===== src/rtl/params_pkg.sv =====
// rtl/params_pkg.sv - default parameters for the brightness/output-enable timer
package params_pkg;
    localparam int BRIGHTNESS_LEVELS                = 4;
    localparam int BRIGHTNESS_BASE_TIMEOUT          = 10;
    localparam int BRIGHTNESS_STATE_TIMEOUT_OVERLAP = 2;
    localparam int DIM_BITS                         = 8;
    localparam int BLANK_CYCLES                     = 1;
endpackage


===== src/rtl/plane_index_encoder.sv =====
// rtl/plane_index_encoder.sv - one-hot plane mask to index, highest set bit wins
module plane_index_encoder #(
    parameter int WIDTH = 4,
    parameter int IDX_W = (WIDTH > 1) ? $clog2(WIDTH) : 1
) (
    input  logic [WIDTH-1:0] mask,
    output logic [IDX_W-1:0] index,
    output logic             zero,
    output logic             multi
);
    always_comb begin
        index = '0;
        for (int i = 0; i < WIDTH; i++) begin
            if (mask[i]) begin
                index = IDX_W'(i);
            end
        end
    end

    assign zero  = (mask == '0);
    assign multi = |(mask & (mask - WIDTH'(1)));
endmodule


===== src/rtl/brightness_oe_timer.sv =====
// rtl/brightness_oe_timer.sv - binary-weighted plane window timer with blanking, dimming and overlap flag
module brightness_oe_timer
    import params_pkg::*;
#(
    parameter int BRIGHTNESS_LEVELS                = params_pkg::BRIGHTNESS_LEVELS,
    parameter int BRIGHTNESS_BASE_TIMEOUT          = params_pkg::BRIGHTNESS_BASE_TIMEOUT,
    parameter int BRIGHTNESS_STATE_TIMEOUT_OVERLAP = params_pkg::BRIGHTNESS_STATE_TIMEOUT_OVERLAP,
    parameter int DIM_BITS                         = params_pkg::DIM_BITS,
    parameter int BLANK_CYCLES                     = params_pkg::BLANK_CYCLES,
    parameter int _UNUSED                          = 0
) (
    input  logic                         clk_in,
    input  logic                         reset,
    input  logic                         row_latch,
    input  logic [BRIGHTNESS_LEVELS-1:0] brightness_mask_active,
    input  logic [DIM_BITS-1:0]          global_dim,
    output logic                         output_enable,
    output logic                         exceeded_overlap_time,
    output logic                         plane_done,
    output logic                         busy,
    output logic                         mask_error
);
    localparam int CNT_W  = $clog2((BRIGHTNESS_BASE_TIMEOUT << (BRIGHTNESS_LEVELS - 1)) + 1);
    localparam int IDX_W  = (BRIGHTNESS_LEVELS > 1) ? $clog2(BRIGHTNESS_LEVELS) : 1;
    localparam int BLK_W  = (BLANK_CYCLES > 1) ? $clog2(BLANK_CYCLES + 1) : 1;
    localparam int PROD_W = CNT_W + DIM_BITS + 1;
    localparam logic [CNT_W-1:0] T0_W = CNT_W'(BRIGHTNESS_BASE_TIMEOUT);

    typedef enum logic [1:0] {
        ST_IDLE,
        ST_BLANK,
        ST_ON,
        ST_TAIL
    } state_t;

    logic unused_param;
    assign unused_param = (_UNUSED != 0);

    logic [IDX_W-1:0] plane_idx;
    logic             mask_zero;
    logic             mask_multi;

    plane_index_encoder #(
        .WIDTH (BRIGHTNESS_LEVELS),
        .IDX_W (IDX_W)
    ) u_plane_index_encoder (
        .mask  (brightness_mask_active),
        .index (plane_idx),
        .zero  (mask_zero),
        .multi (mask_multi)
    );

    state_t             state_q, state_d;
    logic [CNT_W-1:0]   e_q, e_d;
    logic [BLK_W-1:0]   blk_q, blk_d;
    logic [CNT_W-1:0]   t_q, t_d;
    logic [CNT_W-1:0]   on_len_q, on_len_d;
    logic [CNT_W-1:0]   thr_q, thr_d;
    logic               ex_q, ex_d;
    logic               err_q, err_d;

    logic               oe_q, oe_d;
    logic               exc_q, exc_d;
    logic               pd_q, pd_d;
    logic               busy_q, busy_d;
    logic               merr_q, merr_d;

    logic [CNT_W-1:0]   t_new;
    logic [PROD_W-1:0]  dim_p1;
    logic [PROD_W-1:0]  prod;
    logic [CNT_W-1:0]   on_len_new;
    logic [CNT_W-1:0]   thr_new;

    // Window parameters for a fresh latch; ON_LEN never exceeds T so it fits in CNT_W.
    always_comb begin
        t_new      = T0_W << plane_idx;
        dim_p1     = PROD_W'(global_dim) + PROD_W'(1);
        prod       = PROD_W'(t_new) * dim_p1;
        on_len_new = CNT_W'(prod >> DIM_BITS);
        if (BRIGHTNESS_STATE_TIMEOUT_OVERLAP >= int'(t_new)) begin
            thr_new = CNT_W'(1);
        end else begin
            thr_new = t_new - CNT_W'(BRIGHTNESS_STATE_TIMEOUT_OVERLAP);
        end
    end

    always_ff @(posedge clk_in) begin
        if (reset) begin
            state_q  <= ST_IDLE;
            e_q      <= '0;
            blk_q    <= '0;
            t_q      <= '0;
            on_len_q <= '0;
            thr_q    <= '0;
            ex_q     <= 1'b1;
            err_q    <= 1'b0;
        end else begin
            state_q  <= state_d;
            e_q      <= e_d;
            blk_q    <= blk_d;
            t_q      <= t_d;
            on_len_q <= on_len_d;
            thr_q    <= thr_d;
            ex_q     <= ex_d;
            err_q    <= err_d;
        end
    end

    always_comb begin
        state_d  = state_q;
        e_d      = e_q;
        blk_d    = blk_q;
        t_d      = t_q;
        on_len_d = on_len_q;
        thr_d    = thr_q;
        ex_d     = ex_q;
        err_d    = 1'b0;
        if (row_latch) begin
            err_d = mask_zero | mask_multi;
            if (mask_zero) begin
                state_d = ST_IDLE;
                e_d     = '0;
                ex_d    = 1'b1;
            end else begin
                t_d      = t_new;
                on_len_d = on_len_new;
                thr_d    = thr_new;
                blk_d    = BLK_W'(1);
                if (BLANK_CYCLES == 0) begin
                    e_d     = CNT_W'(1);
                    state_d = (on_len_new != '0) ? ST_ON : ST_TAIL;
                    ex_d    = (thr_new == CNT_W'(1));
                end else begin
                    e_d     = '0;
                    state_d = ST_BLANK;
                    ex_d    = 1'b0;
                end
            end
        end else begin
            case (state_q)
                ST_BLANK: begin
                    if (blk_q == BLK_W'(BLANK_CYCLES)) begin
                        e_d     = CNT_W'(1);
                        state_d = (on_len_q != '0) ? ST_ON : ST_TAIL;
                        ex_d    = ex_q | (thr_q == CNT_W'(1));
                    end else begin
                        blk_d = blk_q + BLK_W'(1);
                    end
                end
                ST_ON, ST_TAIL: begin
                    if (e_q == t_q) begin
                        state_d = ST_IDLE;
                        e_d     = '0;
                    end else begin
                        e_d     = e_q + CNT_W'(1);
                        state_d = (e_d <= on_len_q) ? ST_ON : ST_TAIL;
                        ex_d    = ex_q | (e_d >= thr_q);
                    end
                end
                default: begin
                end
            endcase
        end
    end

    // Outputs are registered one cycle behind the internal state.
    always_comb begin
        oe_d   = (state_q == ST_ON);
        exc_d  = ex_q;
        pd_d   = ((state_q == ST_ON) || (state_q == ST_TAIL)) && (e_q == t_q);
        busy_d = (state_q != ST_IDLE);
        merr_d = err_q;
    end

    always_ff @(posedge clk_in) begin
        if (reset) begin
            oe_q   <= 1'b0;
            exc_q  <= 1'b1;
            pd_q   <= 1'b0;
            busy_q <= 1'b0;
            merr_q <= 1'b0;
        end else begin
            oe_q   <= oe_d;
            exc_q  <= exc_d;
            pd_q   <= pd_d;
            busy_q <= busy_d;
            merr_q <= merr_d;
        end
    end

    assign output_enable         = oe_q;
    assign exceeded_overlap_time = exc_q;
    assign plane_done            = pd_q;
    assign busy                  = busy_q;
    assign mask_error            = merr_q;
endmodule


===== config.mk =====
export PLATFORM = sky130hd
export DESIGN_NAME = brightness_oe_timer
export DESIGN_NICKNAME = d
export VERILOG_FILES = /design/src/rtl/params_pkg.sv /design/src/rtl/plane_index_encoder.sv /design/src/rtl/brightness_oe_timer.sv
export SDC_FILE = /design/constraint.sdc
export NUM_CORES = 1
export LEC_CHECK = 0
export CORE_MARGIN = 2
export CORE_UTILIZATION = 55
export DETAILED_ROUTE_END_ITERATION = 8
export GPL_ROUTABILITY_DRIVEN = 0
export GPL_TIMING_DRIVEN = 0
export MAX_ROUTING_LAYER = met4
export PLACE_DENSITY = 0.74
export SYNTH_ARGS = -nofsm -noshare
export SYNTH_HDL_FRONTEND = slang
export SYNTH_SLANG_ARGS = --single-unit

===== constraint.sdc =====
create_clock -name clk_in -period 10.74 [get_ports clk_in]
set_clock_uncertainty 0.2 [all_clocks]
set_input_delay 1.074 -clock clk_in [delete_from_list [all_inputs] [get_ports clk_in]]
set_output_delay 1.074 -clock clk_in [all_outputs]
set_load 0.01 [all_outputs]

# After elaboration in Yosys (flattened, before gate mapping)
# Index checks and enable logic that the tools add are counted.
[totals]
regBits = 38
input_bits = 15
out_inout_bits = 5
wordCells = 78
[classes]
n_addsub = 5
mul = 1
order_cmp = 3
eq_ne = 9
n_shift = 1
n_mux = 23
bitwise_logic = 6
reduce_logical = 17
[ops]
columns = ["op", "count"]
rows = [
  ["$mux W7", 3],
  ["$mul A7 B9 Y15", 1],
  ["$pmux W7 S2", 1],
  ["$mux W1", 12],
  ["$mux W2", 5],
  ["$add A8 B1 Y9 const B", 1],
  ["$reduce_and A2 Y1", 4],
  ["$add A7 B1 Y7 const B", 1],
  ["$eq A7 B1 Y1 const B", 1],
  ["$eq A7 B7 Y1", 1],
  ["$ge A2 B7 Y1 const A", 1],
  ["$ge A7 B7 Y1", 1],
  ["$le A7 B7 Y1", 1],
  ["$reduce_bool A7 Y1", 1],
  ["$shl A4 B2 Y7 const A", 1],
  ["$sub A7 B2 Y7 const B", 1],
  ["$ne A3 B3 Y1 const B", 2],
  ["$reduce_bool A2 Y1", 3],
  ["$reduce_or A2 Y1", 3],
  ["$and A4 B4 Y4", 1],
  ["$eq A2 B2 Y1 const B", 2],
  ["$logic_not A4 Y1", 1],
  ["$ne A2 B2 Y1 const B", 2],
  ["$pmux W2 S2", 1],
  ["11 further kinds", 14],
]

# Longest topological paths before layout
# Gate-level depths: netlist (run 1).
[depth]
word_depth = 6
mapped_depth = 21
ltp_nobuf = 19

# Cells and area by module
# A second synthesis (run 1) with hierarchy kept.
[unflattened]
cells_unflattened = 380
area_unflattened_um2 = 3394.5
[modules_own_cells]
columns = ["module", "instances", "cells_per_inst", "area_each_um2", "seq_area_each_um2"]
rows = [
  ["brightness_oe_timer", 1, 373, 3345.7, 700.7],
  ["plane_index_encoder", 1, 7, 48.8, 0.0],
]

# Worst setup path before layout (run 1)
# No wires, ideal clock.
[synth_timing]
kind = "input to register"
start = "input brightness_mask_active[2]"
end = "register on_len_q[6]"
arrival_ns = 5.258
required_ns = 10.418
slack_ns = 5.160
cell_stages = 21
n_path_buf = 2
path_cell_list = "inv_1 -> a21o_1 -> buf_2 -> inv_2 -> buf_2 -> ha_1 -> nand2b_1 -> fa_1 -> inv_1 -> fa_1 -> inv_1 -> fa_1 -> inv_1 -> ha_1 -> ha_1 -> nand2_1 -> nor2_1 -> a31oi_4 -> a21boi_1 -> o211a_1 -> a311o_1"
[synth_via]
elab_chain_len = 4
elab_cells_between_ends = 7
cone_classes = "mul (1); shift (1); mux (2); bitwise (1); reduce/logical (2)"
[synth_lines]
columns = ["element", "line", "source"]
rows = [
  ["start: declaration", "brightness_oe_timer.sv:15", "input logic [BRIGHTNESS_LEVELS-1:0] brightness_mask_active,"],
  ["$mux W2 (2 in series)", "plane_index_encoder.sv:14", "if (mask[i]) begin"],
  ["net plane_idx[0]", "brightness_oe_timer.sv:39", "logic [IDX_W-1:0] plane_idx;"],
  ["$shl A4 B2 Y7", "brightness_oe_timer.sv:76", "t_new = T0_W << plane_idx;"],
  ["net t_new[3]", "brightness_oe_timer.sv:68", "logic [CNT_W-1:0] t_new;"],
  ["$mul A7 B9 Y15", "brightness_oe_timer.sv:78", "prod = PROD_W'(t_new) * dim_p1;"],
  ["end signal: assignment", "brightness_oe_timer.sv:102", "on_len_q <= on_len_d;"],
  ["end: declaration", "brightness_oe_timer.sv:57", "logic [CNT_W-1:0] on_len_q, on_len_d;"],
]
# The timed path passes the listed nets, and every way through them passes these cells.
# A chain may end at the register's enable or synchronous reset.

# Worst setup path in the final report (run 1)
# Same ends and word-level chain as after synthesis.

==> out/metrics.yaml, run 1 <==
syn-instance-count: 407
firstDrtPassIters: 4
yosysWarnings: 0
grt_max_degree: 13
clk_path_buf_depth: 2
worst_slew_pin_slew_ps: 706.7
synth.distinct_cells: 51
setup_viol: 0
syn_nets: 499
ctsHoldBuffers: 0
final_util_pct: 62.39
nets: 523
antenna_found_initial: 0
synth_seq_area_share_pct: 20.66
max_slew_margin_pct: 52.89
p_per_area_mw_per_mm2: 117.4
syn2layout_area_growth_pct: 9.840
die_w_um: 84.75
post_drt_wl_per_cell_um: 15.65
cts_tree: "built"
row_count: 29
start_util_pct: 56.80
crit_type: "input pin to register"
cts_made_buffers: 5
synth_area_per_cell_um2: 8.811
synth_top_area_share_pct: 20.66
overflow: 0
grt_pass1_wl_mm: 14.03
grt_pass1_vias: 2990
h-tree-depth: 2
synth_top_cell_by_area: "dfxtp_1"
cts_resized: 0
die_area_mm2: 0.007182
numPortBuffers: 17
syn_area_mm2: 0.003586
drt-initial-drc-count: 148
clk_pin_slew_ps: 70
num_vias: 2896
irDropWorstVdd_v: 0.00007918
wl_mm: 7.949
cts_root_buffer: "clkbuf_8"
post_cts_buffers: 0
status: "completed"
leakagePower_nw: 1.782
crit_arrival_ps: 6520
layout-drive-gt1-share_pct: 5.800
track_usage_pct: 24.86
startpoint_type: "input pin"
synthFlopType: "dfxtp_1"
fmax_ghz: 0.1529
clock_latency_ps: 290
synth_enable_flop_cells: 0
drv_cap: 0
yosys-top-cells-area: "dfxtp_1, ha_1, fa_1"
clock-sinks: 37
hp-class: "register to register"
drc: 0
tns_ps: 0
core-area_mm2: 0.006314
hpwl_mm: 6.312
finalCritPeriodShare_pct: 60.90
ant_nets: 0
rsz0062_at_grt: "no"
final.min_clock_period_ps: 6541
hold_viol_final: 0
hold_slack_ps: 253.4
end_kind: "register"
viasPerCell: 5.701
worstPathRequired_ps: 10720
fillerInstances: 565
fp.dieH_um: 84.75
async_flop_share_pct: 0
antennaDiodeCount: 0
synth_seq_cells: 37
pin_count: 20
power.total_uw: 462.6
cp_max_fo: 12
drv_slew: 0
-- cell usage in the layout, fill, tap and decap left out, types with 6 or more instances in the layout --
master / instances
nand3_1: 9
nand2_1: 42
clkbuf_8: 6
clkdlybuf4s50_1: 17
and2_1: 12
a21oi_1: 28
xor2_1: 9
fa_1: 27
buf_2: 7
ha_1: 50
nor2_1: 33
clkbuf_1: 7
nor2b_1: 21
a22oi_1: 6
inv_1: 33
nand2b_1: 8
xnor2_1: 18
dfxtp_1: 37
-- routing by layer --
metal | up-vias | share of wire [%] | wire length, um | global-route usage [%]
li1 | 1413 | - | - | -
met1 | 1403 | 46 | 3685 | 33.74
met2 | 66 | 47 | 3720 | 39.23
met3 | 14 | 5.9 | 471 | 4.916
met4 | 0 | 0.89 | 71 | 4.329
met5 | - | 0 | 0 | -
-- per-stage QoR --
step	area [um2]	worst slack (ps)	instances
global placement	3852	3942	501
finish	3939	4199	508
floorplan	3586	5160	407
CTS	3939	4229	508
global route	3939	3847	508
detailed placement	3852	3937	501
-- worst max-delay path, cell delays in order --
cell	delay [ps]
clkdlybuf4s50_1	530
inv_1	90
a21o_1	170
buf_2	220
inv_2	130
buf_2	300
ha_1	260
clkbuf_1	400
nand2b_1	140
fa_1	470
fa_1	490
inv_1	50
fa_1	500
ha_1	320
ha_1	330
nand4bb_4	120
o21ai_2	260
a31oi_4	120
a21boi_1	190
nor4b_1	80
a311o_1	260
-- Yosys cell counts (2+ instances only) --
library cell,instances
ha_1,50
inv_1,33
and2_1,12
nor2_1,33
o311ai_1,2
a211oi_1,3
buf_2,7
a22o_1,2
a21o_1,3
nor2_2,2
nand2b_1,8
nor3_1,3
nand2_1,42
o21ai_2,2
a21oi_1,28
o21ai_0,5
nand4_1,4
clkbuf_1,6
dfxtp_1,37
nand3_1,9
nor2b_1,21
nor4b_1,3
and3_1,3
xnor2_1,18
o21a_1,2
xor2_1,9
nor4_1,3
fa_1,27
a22oi_1,6
o21bai_1,2
or2_2,2
-- report_power, final --
group          internal, mW  switching [mW]
Clock                0.0509          0.0468
Sequential            0.149         0.00917
Combinational        0.0918           0.115
Total                 0.291           0.171
-- state kept, by name, summed over array words and instances (netlist names), 2 cells and up --
| name | flops |
|---|---|
| e_q | 7 |
| on_len_q | 7 |
| thr_q | 7 |
| t_q | 6 |
| state_q | 2 |
-- final timing paths --
| kind | cells after the start | slack, ps | end | start |
|---|---|---|---|---|
| hold reg to reg | 1 | 250 | mask_error | err_q |
| setup reg to reg | 9 | 8090 | ex_q | e_q[0] |
| hold / removal | 1 | 250 | mask_error | err_q |
| setup / recovery | 21 | 4200 | on_len_q[6] | brightness_mask_active[2] |
-- cell families (layout without fill, tap and decap cells) --
logic type | after synthesis | in the layout | synth area share, %
XOR/XNOR | 27 | 27 | 6.595
AND/OR/NAND/NOR | 153 | 153 | 22.65
AO/OA/AOI/OAI | 66 | 66 | 12.42
buffers and inverters | 47 | 71 | 5.164
flip-flops | 37 | 37 | 20.66
adder cells (fa/ha/maj) | 77 | 77 | 32.52
-- cell type report --
class | instances | area [um2] | area share (%)
inverters | 34 | 127.6 | 3.240
well taps | 77 | 96.34 | 2.446
plain buffers | 13 | 57.56 | 1.461
multi-input cells | 323 | 2660 | 67.53
flip-flops and latches | 37 | 740.7 | 18.81
clock buffers | 7 | 86.33 | 2.192
repair buffers | 17 | 170.2 | 4.320
Power figures use the tool's default switching activity.
==> inputs of run 2 (changes only) <==
--- a/config.mk
+++ b/config.mk
@@ -11,7 +11,7 @@
 export GPL_ROUTABILITY_DRIVEN = 0
 export GPL_TIMING_DRIVEN = 0
 export MAX_ROUTING_LAYER = met4
-export PLACE_DENSITY = 0.74
+export PLACE_DENSITY = 0.77
 export SYNTH_ARGS = -nofsm -noshare
 export SYNTH_HDL_FRONTEND = slang
 export SYNTH_SLANG_ARGS = --single-unit
==> constraint.sdc (replaced) <==
create_clock -name clk_in -period 5.4 [get_ports clk_in]
set_clock_uncertainty 0.2 [all_clocks]
set_input_delay 0.54 -clock clk_in [delete_from_list [all_inputs] [get_ports clk_in]]
set_output_delay 0.54 -clock clk_in [all_outputs]
set_load 0.01 [all_outputs]
==> run 2 against run 1 <==
Non-clock buffer count unchanged. Count of clock-buffer cells in the layout unchanged. Register-to-register slack got worse by 5300 ps. Global-route usage decreased by 0.61 points. Via count increased by 0.41%. Sequential power increased by 98%. Total power increased by 110%. Utilization increased by 2.9 points. Cell count increased by 0.20%. Critical path type unchanged. Die area unchanged. Worst setup slack got worse by 4000 ps. First-iteration DRC count increased by 20%.
==> out/metrics.yaml, run 2 (synthesized netlist as in run 1, its figures left out) <==
final.min_clock_period_ps: 5196
irDropWorstVdd_v: 0.0001760  # was 0.00007918 V
grt_pass1_vias: 2986  # was 2,990
leakagePower_nw: 1.877  # was 1.782 nW
r2r_cells: 9  # unchanged
end_kind: "register"  # unchanged
die_area_mm2: 0.007182  # unchanged
syn2layout_area_growth_pct: 14.97  # was 9.840%
startpoint_type: "input pin"  # unchanged
num_vias: 2908  # was 2,896
timing.rr.start: "e_q[0]"  # unchanged
numPortBuffers: 17  # unchanged
min-delay-start: "err_q"  # unchanged
final_util_pct: 65.30  # was 62.39%
core-area_mm2: 0.006314  # unchanged
layout-drive-gt1-share_pct: 10.65  # was 5.800%
cts_made_buffers: 5  # unchanged
whs_endpoint: "mask_error"  # unchanged
worst_slew_pin_slew_ps: 668.7  # was 706.7 ps
cts_tree: "built"  # unchanged
power.total_uw: 972.9  # was 462.6 uW
slowest_delay_ps: 560  # was 530 ps
dp_slack_ps: -912.1  # was 3937 ps
r2r_slack_ps: 2770  # was 8090 ps
layout_commonest_cell: "ha_1"  # unchanged
final_cell_mix: "ha_1, nand2_1, dfxtp_1"  # unchanged
start_util_pct: 56.80  # unchanged
drt-initial-drc-count: 177  # was 148
hp-class: "register to register"  # unchanged
antenna_found_initial: 0  # unchanged
max_slew_margin_pct: 55.42  # was 52.89%
fmax_ghz: 0.1924
crit_arrival_ps: 5200  # was 6520 ps
dr_wl_met3_um: 362  # was 471 um
setup_viol: 0  # unchanged
die_w_um: 84.75  # unchanged
drc: 0  # unchanged
fp.dieH_um: 84.75  # unchanged
route.met2.wl_mm: 3.912  # was 3.720 mm
hold_depth: 1  # unchanged
row_count: 29  # unchanged
drv_slew: 0  # unchanged
clk_pin_slew_ps: 70  # about the same
wl_met1_mm: 3.670  # was 3.685 mm
hold_viol_final: 0  # unchanged
critPathSlowestCell: "clkdlybuf4s50_1"  # unchanged
largestRegisters: "e_q (7), on_len_q (7), thr_q (7)"  # unchanged
routed.top_layer: "met4"  # unchanged
crit_chain: "clkdlybuf4s50_1 -> nand3_1 -> nor2_2 -> xnor2_2 -> or2_2 -> fa_1 -> inv_1 -> fa_1 -> inv_1 -> fa_1 -> inv_1 -> ha_1 -> ha_4 -> nand2_1 -> nor2_1 -> a31oi_4 -> nand2_1 -> or4b_1 -> o311ai_1"  # was clkdlybuf4s50_1 -> inv_1 -> a21o_1 -> buf_2 -> inv_2 -> buf_2 -> ha_1 -> clkbuf_1 -> nand2b_1 -> fa_1 -> fa_1 -> inv_1 -> fa_1 -> ha_1 -> ha_1 -> nand4bb_4 -> o21ai_2 -> a31oi_4 -> a21boi_1 -> nor4b_1 -> a311o_1
grt_pass1_wl_mm: 13.66  # was 14.03 mm
place_inst: 501  # unchanged
viasPerCell: 5.713  # was 5.701
setup_slack_ps: 203.5  # was 4199 ps
nets: 523  # unchanged
firstDrtPassIters: 4  # unchanged
clk_path_buf_depth: 2  # unchanged
antennaDiodeCount: 0  # unchanged
ant_nets: 0  # unchanged
crit_type: "input pin to register"  # unchanged
overflow: 0  # unchanged
status: "completed"  # unchanged
finalCritPeriodShare_pct: 96.23
post_drt_wl_per_cell_um: 15.79  # was 15.65 um
drv_cap: 0  # unchanged
rr_endpoint: "ex_q"  # unchanged
clock-sinks: 37  # unchanged
ctsHoldBuffers: 0  # unchanged
cp_max_fo: 6  # was 12
clock_latency_ps: 290  # about the same
worstPathRequired_ps: 5400  # was 10,720 ps
pin_count: 20  # unchanged
grt_max_degree: 16  # was 13
hpwl_mm: 6.095  # was 6.312 mm
h-tree-depth: 2  # unchanged
track_usage_pct: 24.25  # was 24.86%
cts_root_buffer: "clkbuf_8"  # unchanged
finalNonFillerCells: 509  # was 508
p_per_area_mw_per_mm2: 236.0  # was 117.4 mW/mm2
wl_mm: 8.035  # was 7.949 mm
[run 2: cell types whose count changed in the layout (fill, tap and decap cells not counted), moves of 3 or more]
cell             before  now
nor2_1               33   30
clkdlybuf4s50_1      17   11
ha_1                 50   45
dlymetal6s2s_1        0    5
clkbuf_1              7    4
ha_4                  0    4
xnor2_1              18   14
xnor2_2               0    4
[run 2: power by group]
part	switching, mW	total [mW]	leakage [nW]	internal [mW]
Combinational	0.246	0.445	1.52	0.199
Sequential	0.0179	0.313	0.303	0.295
Clock	0.0993	0.215	0.0542	0.115
Total	0.363	0.973	1.88	0.610
[run 2: repair_timing]
item,CTS,global route
hold endpoints to repair,0,0
endpoints found under the setup margin,7,6
pin swaps,0,3
buffers inserted,2,0
resized for setup,15,24
[run 2: worst max path at each step]
| stage | startpoint | endpoint | slack [ps] | cells after the start |
|---|---|---|---|---|
| 2_1_floorplan | brightness_mask_active[2] | on_len_q[6] | 350 | 21 |
| 3_3_place_gp | brightness_mask_active[2] | on_len_q[5] | -790 | 22 |
| 3_5_place_dp | brightness_mask_active[2] | on_len_q[5] | -910 | 22 |
| 4_1_cts | brightness_mask_active[2] | on_len_q[5] | 20 | 19 |
| 5_1_grt | global_dim[5] | on_len_q[5] | -10 | 19 |
| 6_report | global_dim[5] | on_len_q[5] | 200 | 19 |
[run 2: per-layer routing]
metal	GRT usage, %	vias up
met5	-	-
met4	5.628	0
met1	31.38	1417
met3	4.425	9
li1	-	1417
met2	39.66	65
[run 2: worst max-delay path: cells and delay by family]
family	cells	cell delay (ps)
xor gates and xnor gates	1	140
adders and majority gates	5	2160
and+or+nand+nor	7	1360
buffers and inverters	4	710
AOI/OAI and AO/OA	2	280
[run 2: final cells by class]
| class | count | area, um2 |
|---|---|---|
| Clock inverter | 1 | 5.005 |
| Inverter | 34 | 135.1 |
| Tap cell | 77 | 96.34 |
| Fill cell | 556 | 2191 |
| Multi-Input combinational cell | 323 | 2790 |
| Clock buffer | 7 | 96.34 |
| Sequential cell | 37 | 740.7 |
| Buffer | 11 | 62.56 |
| Timing Repair Buffer | 19 | 196.4 |
[run 2: per-stage QoR]
step                      TNS, ps  hold slack, ps  cell area, um2
final                           0           244.7            4123
after global routing       -13.30           260.8            4123
after floorplan                 0           213.8            3586
after detailed placement    -5388           226.0            3852
after CTS                       0           243.1            4026
after global placement      -4559           218.5            3852
